**src/rtl/register_file_2r1w.sv**
```systemverilog
// Two-read/one-write register file with write-first bypass and a sequenced
// bulk-clear engine. All state updates on the falling edge of Clk.
module register_file_2r1w #(
  parameter int N      = 4,
  parameter int ADDR_W = 3
) (
  input  logic              Clk,
  input  logic              Reset,
  input  logic              Enable,
  input  logic              WrEn,
  input  logic [ADDR_W-1:0] WrAddr,
  input  logic [N-1:0]      WrData,
  input  logic              RdEnA,
  input  logic [ADDR_W-1:0] RdAddrA,
  output logic [N-1:0]      RdDataA,
  output logic              RdValidA,
  input  logic              RdEnB,
  input  logic [ADDR_W-1:0] RdAddrB,
  output logic [N-1:0]      RdDataB,
  output logic              RdValidB,
  input  logic              Clear,
  output logic              Busy
);

  localparam int DEPTH = 1 << ADDR_W;

  typedef enum logic {IDLE, CLEAR} state_t;

  state_t                  state_reg, state_next;
  logic [ADDR_W-1:0]       ptr_reg, ptr_next;
  logic                    wr_go, clr_go, rd_go_a, rd_go_b;
  logic [DEPTH-1:0][N-1:0] mem_q;

  logic [N-1:0] rd_data_a_reg, rd_data_b_reg;
  logic         rd_valid_a_reg, rd_valid_b_reg;

  always_comb begin
    state_next = state_reg;
    ptr_next   = ptr_reg;
    wr_go      = 1'b0;
    clr_go     = 1'b0;
    rd_go_a    = 1'b0;
    rd_go_b    = 1'b0;
    if (Enable) begin
      case (state_reg)
        IDLE: begin
          wr_go   = WrEn;
          rd_go_a = RdEnA;
          rd_go_b = RdEnB;
          if (Clear) begin
            state_next = CLEAR;
            ptr_next   = '0;
          end
        end
        CLEAR: begin
          clr_go   = 1'b1;
          // Pointer wraps to 0 naturally on the last entry.
          ptr_next = ptr_reg + ADDR_W'(1);
          if (ptr_reg == ADDR_W'(DEPTH - 1))
            state_next = IDLE;
        end
        default: state_next = IDLE;
      endcase
    end
  end

  always_ff @(negedge Clk) begin
    if (Reset) begin
      state_reg <= IDLE;
      ptr_reg   <= '0;
    end else begin
      state_reg <= state_next;
      ptr_reg   <= ptr_next;
    end
  end

  // One storage element per entry; clearing has priority over writing.
  genvar gi;
  for (gi = 0; gi < DEPTH; gi++) begin : g_ent
    logic [N-1:0] q_reg;
    always_ff @(negedge Clk) begin
      if (Reset)
        q_reg <= '0;
      else if (clr_go && ptr_reg == ADDR_W'(gi))
        q_reg <= '0;
      else if (wr_go && WrAddr == ADDR_W'(gi))
        q_reg <= WrData;
    end
    assign mem_q[gi] = q_reg;
  end

  always_ff @(negedge Clk) begin
    if (Reset) begin
      rd_data_a_reg  <= '0;
      rd_valid_a_reg <= 1'b0;
    end else begin
      rd_valid_a_reg <= rd_go_a;
      if (rd_go_a)
        rd_data_a_reg <= (wr_go && WrAddr == RdAddrA) ? WrData : mem_q[RdAddrA];
    end
  end

  always_ff @(negedge Clk) begin
    if (Reset) begin
      rd_data_b_reg  <= '0;
      rd_valid_b_reg <= 1'b0;
    end else begin
      rd_valid_b_reg <= rd_go_b;
      if (rd_go_b)
        rd_data_b_reg <= (wr_go && WrAddr == RdAddrB) ? WrData : mem_q[RdAddrB];
    end
  end

  assign RdDataA  = rd_data_a_reg;
  assign RdValidA = rd_valid_a_reg;
  assign RdDataB  = rd_data_b_reg;
  assign RdValidB = rd_valid_b_reg;
  assign Busy     = (state_reg == CLEAR);

endmodule

```
**config.mk**
```make
export PLATFORM = sky130hd
export DESIGN_NAME = register_file_2r1w
export DESIGN_NICKNAME = d
export VERILOG_FILES = /design/src/rtl/register_file_2r1w.sv
export SDC_FILE = /design/constraint.sdc
export NUM_CORES = 1
export LEC_CHECK = 0
export ABC_AREA = 1
export CAP_MARGIN = 20
export CORE_UTILIZATION = 35
export CTS_CLUSTER_DIAMETER = 100
export DETAILED_ROUTE_END_ITERATION = 8
export PLACE_DENSITY = 0.55
export RECOVER_POWER = 100
export REMOVE_ABC_BUFFERS = 1
export SLEW_MARGIN = 20
export SYNTH_ARGS = -nofsm -noshare
export SYNTH_HDL_FRONTEND = slang
export SYNTH_SLANG_ARGS = --single-unit
```
**constraint.sdc**
```tcl
create_clock -name Clk -period 1.24 [get_ports Clk]
set_clock_uncertainty 0.1 [all_clocks]
set_input_delay 0.186 -clock Clk [delete_from_list [all_inputs] [get_ports Clk]]
set_output_delay 0.186 -clock Clk [all_outputs]
set_load 0.02 [all_outputs]
```
**Word-level counts from Yosys, hierarchy flattened**

Index checks and enable logic that the tools add are counted.

- Register bits after elaboration: 46
- Input port bits: 20
- Word-level logic and storage cells: 83

- $add $sub $neg: 1
- Magnitude comparators: 2
- Equal/unequal tests: 17
- Multiplexer cells: 19
- Bitwise logic cells: 1
- Reduce and logical (&&, ||, !) cells: 29

Operators with widths:

| operator | count |
|---|---|
| $bmux W4 S3 | 2 |
| $eq A3 B3 Y1 const B | 8 |
| $logic_and A1 B1 Y1 | 18 |
| $mux W4 | 4 |
| $reduce_or A2 Y1 | 8 |
| $eq A3 B2 Y1 const B | 4 |
| $mux W1 | 10 |
| $lt A3 B4 Y1 const B | 2 |
| $eq A3 B1 Y1 const B | 2 |
| $eq A3 B3 Y1 | 2 |
| $logic_not A3 Y1 | 2 |
| $pmux W3 S2 | 1 |
| $add A3 B1 Y3 const B | 1 |
| $mux W3 | 1 |
| $ne A2 B2 Y1 const B | 1 |
| $pmux W1 S2 | 1 |
| $reduce_and A2 Y1 | 1 |
| $not A1 Y1 | 1 |

**Depth between registers and ports, before layout**

Gate-level depths: netlist of the first run.

- Depth in word-level cells: 4
- Gate-level depth with buffers: 10
- Mapped depth without buffers: 9

==> results of run 1 <==
final timing paths:
kind	end	slack, ns	cells after the start
hold / removal	ptr_reg[0]	0.37	1
setup reg to reg	RdDataB[1]	-0.25	10
setup / recovery	RdDataA[3]	-0.48	1
hold reg to reg	ptr_reg[0]	0.37	1
synth_stat cells:
library cell	number	share of area, %
buf_6	1	0.42
clkbuf_1	2	0.28
a21oi_1	18	3.4
inv_2	3	0.42
dfxtp_1	46	34
o211ai_1	2	0.56
inv_1	52	7.3
a211oi_1	26	7.3
clkinv_1	1	0.14
nand2_2	4	0.93
nand2_1	115	16
nand3_2	1	0.37
o21ai_0	5	0.93
xnor2_1	1	0.33
nand4_1	4	0.93
nor2_2	1	0.23
or2_2	1	0.23
nor2_8	1	0.75
nand3_4	1	0.65
o31ai_1	6	1.7
nor2_4	1	0.42
ha_1	6	2.8
xor2_1	2	0.65
nor2_1	48	6.7
buf_2	3	0.56
buf_1	3	0.42
nand3_1	53	9.9
buf_4	3	0.84
a21oi_4	1	0.61
where the power goes:
| part | internal [mW] | leakage [nW] | switching [mW] |
|---|---|---|---|
| clock | 0.565 | 0.281 | 0.906 |
| combinational | 0.395 | 1.42 | 0.538 |
| sequential | 1.52 | 0.379 | 0.0252 |
timing repair:
action,in CTS,in global routing
endpoints found under the setup margin,57,55
pin swaps,58,16
cloned,3,0
resized for setup,292,59
buffers inserted,5,6
layer usage:
metal	wire length, um	track usage [%]	up-vias	share of wire, %
li1	-	-	1598	-
met1	4290	30.4	1557	44
met2	4820	40.7	100	49
met3	470	7.50	21	4.8
met4	269	14.7	0	2.7
met5	0	0	-	0
cell families (layout without fill, tap and decap cells):
family / after synthesis / in the layout / share of synthesized area, %
xor gates and xnor gates: 3 / 3 / 0.979
adders and majority gates: 6 / 6 / 2.80
DFF: 46 / 46 / 34.3
buffers and inverters: 68 / 200 / 10.3
and+or+nand+nor: 230 / 230 / 37.2
AOI/OAI and AO/OA: 58 / 58 / 14.4
layout make-up:
class,count,area (um^2)
flip-flops and latches,46,943
inverters,55,223
clock inverters,47,178
multi-input cells,297,2210
well taps,99,124
repair buffers,92,900
clock buffers,5,68.8
repair inverters,1,5.00
fillers,639,2680
stage by stage:
step / total power [mW] / worst slack [ns]
global route: 4.27 / -0.529
finish: 3.95 / -0.480
global placement: 2.45 / -1.15
CTS: 3.90 / -0.484
floorplan: 2.08 / -0.506
detailed placement: 2.45 / -1.18
==> reports/results.ini, run 1 <==
[timing]
hold_viol_final=0
setup_tns_ns=-14.54
fin_ws_ns=-0.480
rsz0062_at_grt=true
final-max-slew-violation-count=0
setup_viol=51
hold_ws_ns=0.371
tightest_slew_ns=0.295
maxSlewHeadroom_pct=80.3

[worst_setup_path]
worstPathRequired_ns=0.95
crit_arrival_ns=1.43
criticalPathCategory=reg -> out
cp_top_family=flip-flops
cp-end-kind=output pin
slowest_delay_ns=0.33
worstSetupStartpointType=flop
r2r-start=Busy
worst-path-max-fanout=2
path_cells=buf_6
startpoint=RdDataA[3]
slowest_stage=dfxtp_2
path_buf_inv=1

[clock_tree]
clkSlewWorstSetupHoldPaths_ns=0.04
cts.sinks=46
clockRootBuffer=clkbuf_8
ctsLongestPathBuffers=2
tritoncts=done
cts_buffers=5
cts_hold_buf=0
cts_max_level=2
clkLatencyLatePin_ns=0.38

[synthesis]
yosysWarningCount=0
synth_cells=411
synth_area_per_cell_um2=6.53
ys_seq_area_share_pct=34.3
synth_cell_types=29
syn-cell-area_um2=2690
ys_ff_latch=46

[final_layout]
diodes=0
post-route-util_pct=63.5
area_delta_synth_final_pct=73.3
largest_register_ffs=32
final_nets=570
fin_cells=642
fin_area_um2=4650
final_common_cell=nand2_1
drive_gt1_share_pct=43.8
mostFrequentLayoutCells=100 x nand2_1, 85 x inv_1, 46 x buf_4

[floorplanning]
coreArea_um2=7330
die_area_um2=8030
die-height_um=89.6
row_count=31
start_util_pct=36.6
die_w_um=89.6
io_pins=31

[detailed_routing]
first_iter_violations=184
route.detailed.drc=0
wl_um=9850
num_vias=3276
ant_nets=0
firstDrtPassIters=5
wl_per_cell_um=15.3
viasPerCell=5.10

[placed_design]
place_congestion=0.894
hpwl_um=6620
dp.cells=577
io_buffers=30
dpl_cell_area_um2=3420

[power_and_ir_drop]
power.density_nw_per_um2=850
power.leakage_nw=2.08
ir_worst_vdd_mv=0.489

[global_routing]
grt_max_degree=13
antenna_found_initial=0
grt_usage_pct=25.4
grt_pass1_wl_um=14900
grt_pass1_vias=3204
grt_overflow=0

[outcome]
status=finished, violations left
violations=negative setup slack

[job]
cap_viol_max_count=0

[hold_path]
min-delay-start=ptr_reg[0]
hold_path_class=reg -> reg

Note: power is estimated with default switching activity, not from simulation.
==> run 2, diff against run 1 <==
- CORE_MARGIN: unset -> 2
- CTS_CLUSTER_DIAMETER: 100 -> unset
==> reports/results.ini, run 2 (same netlist as run 1, synthesis figures left out) <==
[timing]
maxSlewHeadroom_pct=82.3  ; +2.0 points
rsz0062_at_grt=true
hold_viol_final=0  ; unchanged
tightest_slew_ns=0.264  ; -0.0303 ns
fin_ws_ns=-0.495  ; -0.0150 ns
setup_viol=56  ; +9.8%
setup_tns_ns=-14.69  ; -0.154 ns
hold_ws_ns=0.389  ; +0.0180 ns
final-max-slew-violation-count=0  ; unchanged

[detailed_routing]
firstDrtPassIters=5  ; unchanged
first_iter_violations=155  ; -16%
num_vias=3423  ; +4.5%
route.detailed.drc=0  ; unchanged
viasPerCell=5.21  ; +2.1%
ant_nets=0  ; unchanged
wl_um=10600  ; +8.1%
wl_per_cell_um=16.2  ; +5.6%

[clock_tree]
cts_buffers=5  ; unchanged
tritoncts=done
cts_max_level=2  ; unchanged
cts.sinks=46  ; unchanged
clockRootBuffer=clkbuf_8
clkSlewWorstSetupHoldPaths_ns=0.05  ; about the same
cts_hold_buf=0  ; unchanged
ctsLongestPathBuffers=2  ; unchanged
clkLatencyLatePin_ns=0.39  ; about the same

[final_layout]
drive_gt1_share_pct=51.1  ; +7.2 points
fin_cells=657  ; +2.3%
diodes=0  ; unchanged
final_common_cell=nand2_1
final_nets=584  ; +2.5%
largest_register_ffs=32  ; unchanged
post-route-util_pct=69.5  ; +6.0 points
mostFrequentLayoutCells=92 x nand2_1, 80 x inv_1, 51 x buf_4
area_delta_synth_final_pct=89.7

[power_and_ir_drop]
pwr-share-comb_pct=23.5  ; about the same
p_sw_mw=1.59  ; +8.3%
p_int_mw=2.99  ; +20%
power_frac_seq_pct=33.9  ; -5.3 points
power.leakage_nw=2.26  ; +8.3%
power.density_nw_per_um2=898  ; +5.7%
pwr-share-clk_pct=42.6  ; +5.4 points
ir_worst_vdd_mv=0.636  ; +30%
p_sw_share_pct=34.8  ; -2.4 points

[worst_setup_path]
cp_top_family=flip-flops
cp-end-kind=output pin
path_cells=buf_6
path_buf_inv=1  ; unchanged
criticalPathCategory=reg -> out
worst-path-max-fanout=2  ; unchanged
worstPathRequired_ns=0.95  ; about the same
slowest_stage=dfxtp_2
slowest_delay_ns=0.34  ; about the same
worstSetupStartpointType=flop
crit_arrival_ns=1.45  ; +0.02 ns

[outcome]
violations=negative setup slack
status=finished, violations left

[floorplanning]
die_w_um=91.6  ; +2.2%
row_count=31  ; unchanged
coreArea_um2=7330  ; unchanged
start_util_pct=36.6  ; unchanged
io_pins=31  ; unchanged
die-height_um=91.6  ; +2.2%
die_area_um2=8390  ; +4.5%

[placed_design]
io_buffers=30  ; unchanged
dp.cells=578  ; +0.17%
hpwl_um=6620  ; about the same
place_congestion=0.936  ; +4.8%
pre_cts_ws_ns=-1.18  ; +0.00407 ns

[global_routing]
grt_max_degree=14  ; +1
grt_usage_pct=25.6  ; +0.17 points
grt_pass1_vias=3486  ; +8.8%
grt_overflow=0  ; unchanged
grt_pass1_wl_um=16900  ; +13%
antenna_found_initial=0  ; unchanged

[hold_path]
hold_path_class=reg -> reg

[job]
cap_viol_max_count=0  ; unchanged

==> run 2: changes by cell type in the layout (fill, tap and decap cells not counted), moves of 8 or more <==
cell	previous run	this run
a21oi_1	9	1
a21oi_2	9	17
buf_6	23	31
nand2_1	100	92
==> run 2: timing repair <==
action | in CTS | in global routing
pin swaps | 69 | 39
setup endpoints to repair | 57 | 57
resized for setup | 339 | 81
gates cloned | 4 | 0
buffers inserted | 12 | 12
==> run 2: path summary, 6_finish.rpt <==
kind	startpoint	to	slack, ns	cells after the start
hold / removal	g_ent[5].q_reg[2]	g_ent[5].q_reg[2]	0.39	2
hold reg to reg	g_ent[5].q_reg[2]	g_ent[5].q_reg[2]	0.39	2
setup reg to reg	Busy	RdDataA[0]	-0.24	8
setup / recovery	RdDataB[0]	RdDataB[0]	-0.50	1
==> run 2: routing by layer <==
layer | GRT usage [%] | vias to the layer above | share of wire, %
met4 | 12.8 | 0 | 3.8
met1 | 30.0 | 1620 | 40
met5 | 0 | - | 0
met2 | 42.9 | 139 | 50
li1 | - | 1632 | -
met3 | 6.89 | 32 | 6.5
==> run 2: power by group through the flow <==
stage	clock [mW]	sequential, mW	combinational, mW
final	1.95	1.55	1.08
after global routing	2.17	1.55	1.14
after CTS	2.00	1.55	0.930
after detailed placement	0.231	1.57	0.661
after global placement	0.231	1.57	0.659
after floorplan	0.231	1.58	0.270
==> run 2: cell type report <==
cell class	instances	area [um^2]
sequential	46	942
multi-input combinational	298	2390
clock buffer	5	68.8
tap	99	124
timing repair inverter	1	8.76
inverter	55	241
fill	527	2240
timing repair buffer	105	1080
clock inverter	48	233
==> run 2: through the flow <==
step                instance area (um^2)  power (mW)
finish                              5090        4.58
global route                        5090        4.87
CTS                                 4680        4.47
detailed placement                  3430        2.46
global placement                    3430        2.46
floorplan                           2620        2.08
==> run 3, diff against run 2 <==
- CORE_UTILIZATION: 35 -> 42
- PLACE_DENSITY: 0.55 -> 0.64
==> reports/results.ini, run 3 (same netlist as run 1, synthesis figures left out) <==
[outcome]
status=finished, violations left
violations=negative setup slack

[detailed_routing]
num_vias=3685  ; +7.7%
ant_nets=0  ; unchanged
viasPerCell=5.86  ; +12%
wl_met2_um=5760  ; +9.0%
wl_met1_um=4610  ; +8.0%
firstDrtPassIters=5  ; unchanged
route.detailed.drc=0  ; unchanged
first_iter_violations=407  ; +160%
wl_met3_um=1220  ; +76%
wl_per_cell_um=19.6  ; +21%
wl_um=12300  ; +16%
highest_layer=met4

[timing]
fin_ws_ns=-0.520  ; -0.0244 ns
tightest_slew_ns=0.316  ; +0.0514 ns
final-max-slew-violation-count=0  ; unchanged
hold_viol_final=0  ; unchanged
rsz0062_at_grt=true
setup_viol=54  ; -3.6%
hold_ws_ns=0.374  ; -0.0143 ns
maxSlewHeadroom_pct=78.8  ; -3.6 points

[floorplanning]
die_w_um=84.0  ; -8.3%
io_pins=31  ; unchanged
coreArea_um2=6280  ; -14%
die_area_um2=7050  ; -16%
row_count=29  ; -6.5%
die-height_um=84.0  ; -8.3%
start_util_pct=42.8  ; +6.1 points

[worst_setup_path]
path_cells=buf_6
worst-path-max-fanout=2  ; unchanged
path_buf_inv=1  ; unchanged
crit_arrival_ns=1.47  ; +0.02 ns
worstSetupStartpointType=flop
criticalPathCategory=reg -> out
cp_top_family=flip-flops
slowest_stage=dfxtp_2
worstPathRequired_ns=0.95  ; about the same
cp-end-kind=output pin
slowest_delay_ns=0.35  ; about the same

[clock_tree]
cts_max_level=2  ; unchanged
cts_hold_buf=0  ; unchanged
clkLatencyLatePin_ns=0.38  ; about the same
clockRootBuffer=clkbuf_8
cts_buffers=5  ; unchanged
cts.sinks=46  ; unchanged
tritoncts=done
clkSlewWorstSetupHoldPaths_ns=0.05  ; about the same
ctsLongestPathBuffers=2  ; unchanged

[final_layout]
post-route-util_pct=77.6  ; +8.1 points
drive_gt1_share_pct=47.8  ; -3.2 points
fin_cells=629  ; -4.3%
final_nets=577  ; -1.2%
largest_register_ffs=32  ; unchanged
mostFrequentLayoutCells=94 x nand2_1, 86 x inv_1, 46 x buf_4
fin_area_um2=4870  ; -4.3%
area_delta_synth_final_pct=81.5
diodes=0  ; unchanged
final_common_cell=nand2_1

[hold_path]
hold_path_class=reg -> reg

[power_and_ir_drop]
ir_worst_vdd_mv=0.697  ; +9.6%
power.density_nw_per_um2=904  ; +0.60%
power.leakage_nw=2.18  ; -3.5%

[placed_design]
dp.cells=550  ; -4.8%
hpwl_um=6590  ; -0.55%
pre_cts_ws_ns=-1.21  ; -0.0292 ns
place_congestion=0.953  ; +1.8%
io_buffers=30  ; unchanged
dpl_cell_area_um2=3360  ; -2.1%

[global_routing]
grt_max_degree=14  ; unchanged
grt_overflow=0  ; unchanged
grt_pass1_wl_um=17000  ; +0.90%
grt_pass1_vias=3583  ; +2.8%
grt_usage_pct=30.7  ; +5.1 points
antenna_found_initial=0  ; unchanged

[job]
cap_viol_max_count=0  ; unchanged

run 3: cell types whose count changed in the layout (fill, tap and decap cells not counted), moves of 3 or more:
cell,previous run,this run
buf_6,31,28
buf_4,51,46
o31ai_1,3,6
inv_2,13,8
nand3_4,7,4
nand2_4,10,7
inv_1,80,86
nand3_1,28,32
run 3: repair_timing:
item	in CTS	in global routing
gates resized for setup	336	58
pin swaps	63	22
cloned	5	0
setup buffers	11	12
endpoints found under the setup margin	57	57
run 3: per-layer routing:
layer,up-vias,global-route usage [%]
met4,0,19.4
li1,1616,-
met2,261,50.9
met1,1728,34.7
met3,80,8.41
met5,-,0
run 3: area by class of cell:
type	count	area, um^2
Clock inverter	49	211
Timing Repair Buffer	98	1020
Sequential cell	46	942
Fill cell	389	1400
Inverter	55	253
Tap cell	77	96.3
Timing Repair inverter	1	5.00
Clock buffer	5	68.8
Multi-Input combinational cell	298	2280
run 3: final timing paths:
| check | depth (start not counted) | startpoint | end | slack, ns |
|---|---|---|---|---|
| max reg2reg | 10 | Busy | RdDataB[1] | -0.27 |
| min | 1 | ptr_reg[0] | ptr_reg[0] | 0.37 |
| max | 1 | RdDataB[2] | RdDataB[2] | -0.52 |
| min reg2reg | 1 | ptr_reg[0] | ptr_reg[0] | 0.37 |
run 3: where the power goes:
| group | switching (mW) | internal (mW) |
|---|---|---|
| combinational | 0.597 | 0.434 |
| clock | 1.03 | 0.786 |
| sequential | 0.0313 | 1.52 |
run 3: through the flow:
stage / total power, mW / TNS [ns]
final: 4.40 / -16.04
after global routing: 4.61 / -17.52
after CTS: 4.21 / -13.61
after detailed placement: 2.44 / -56.89
after global placement: 2.43 / -55.28
after floorplan: 2.08 / -17.57
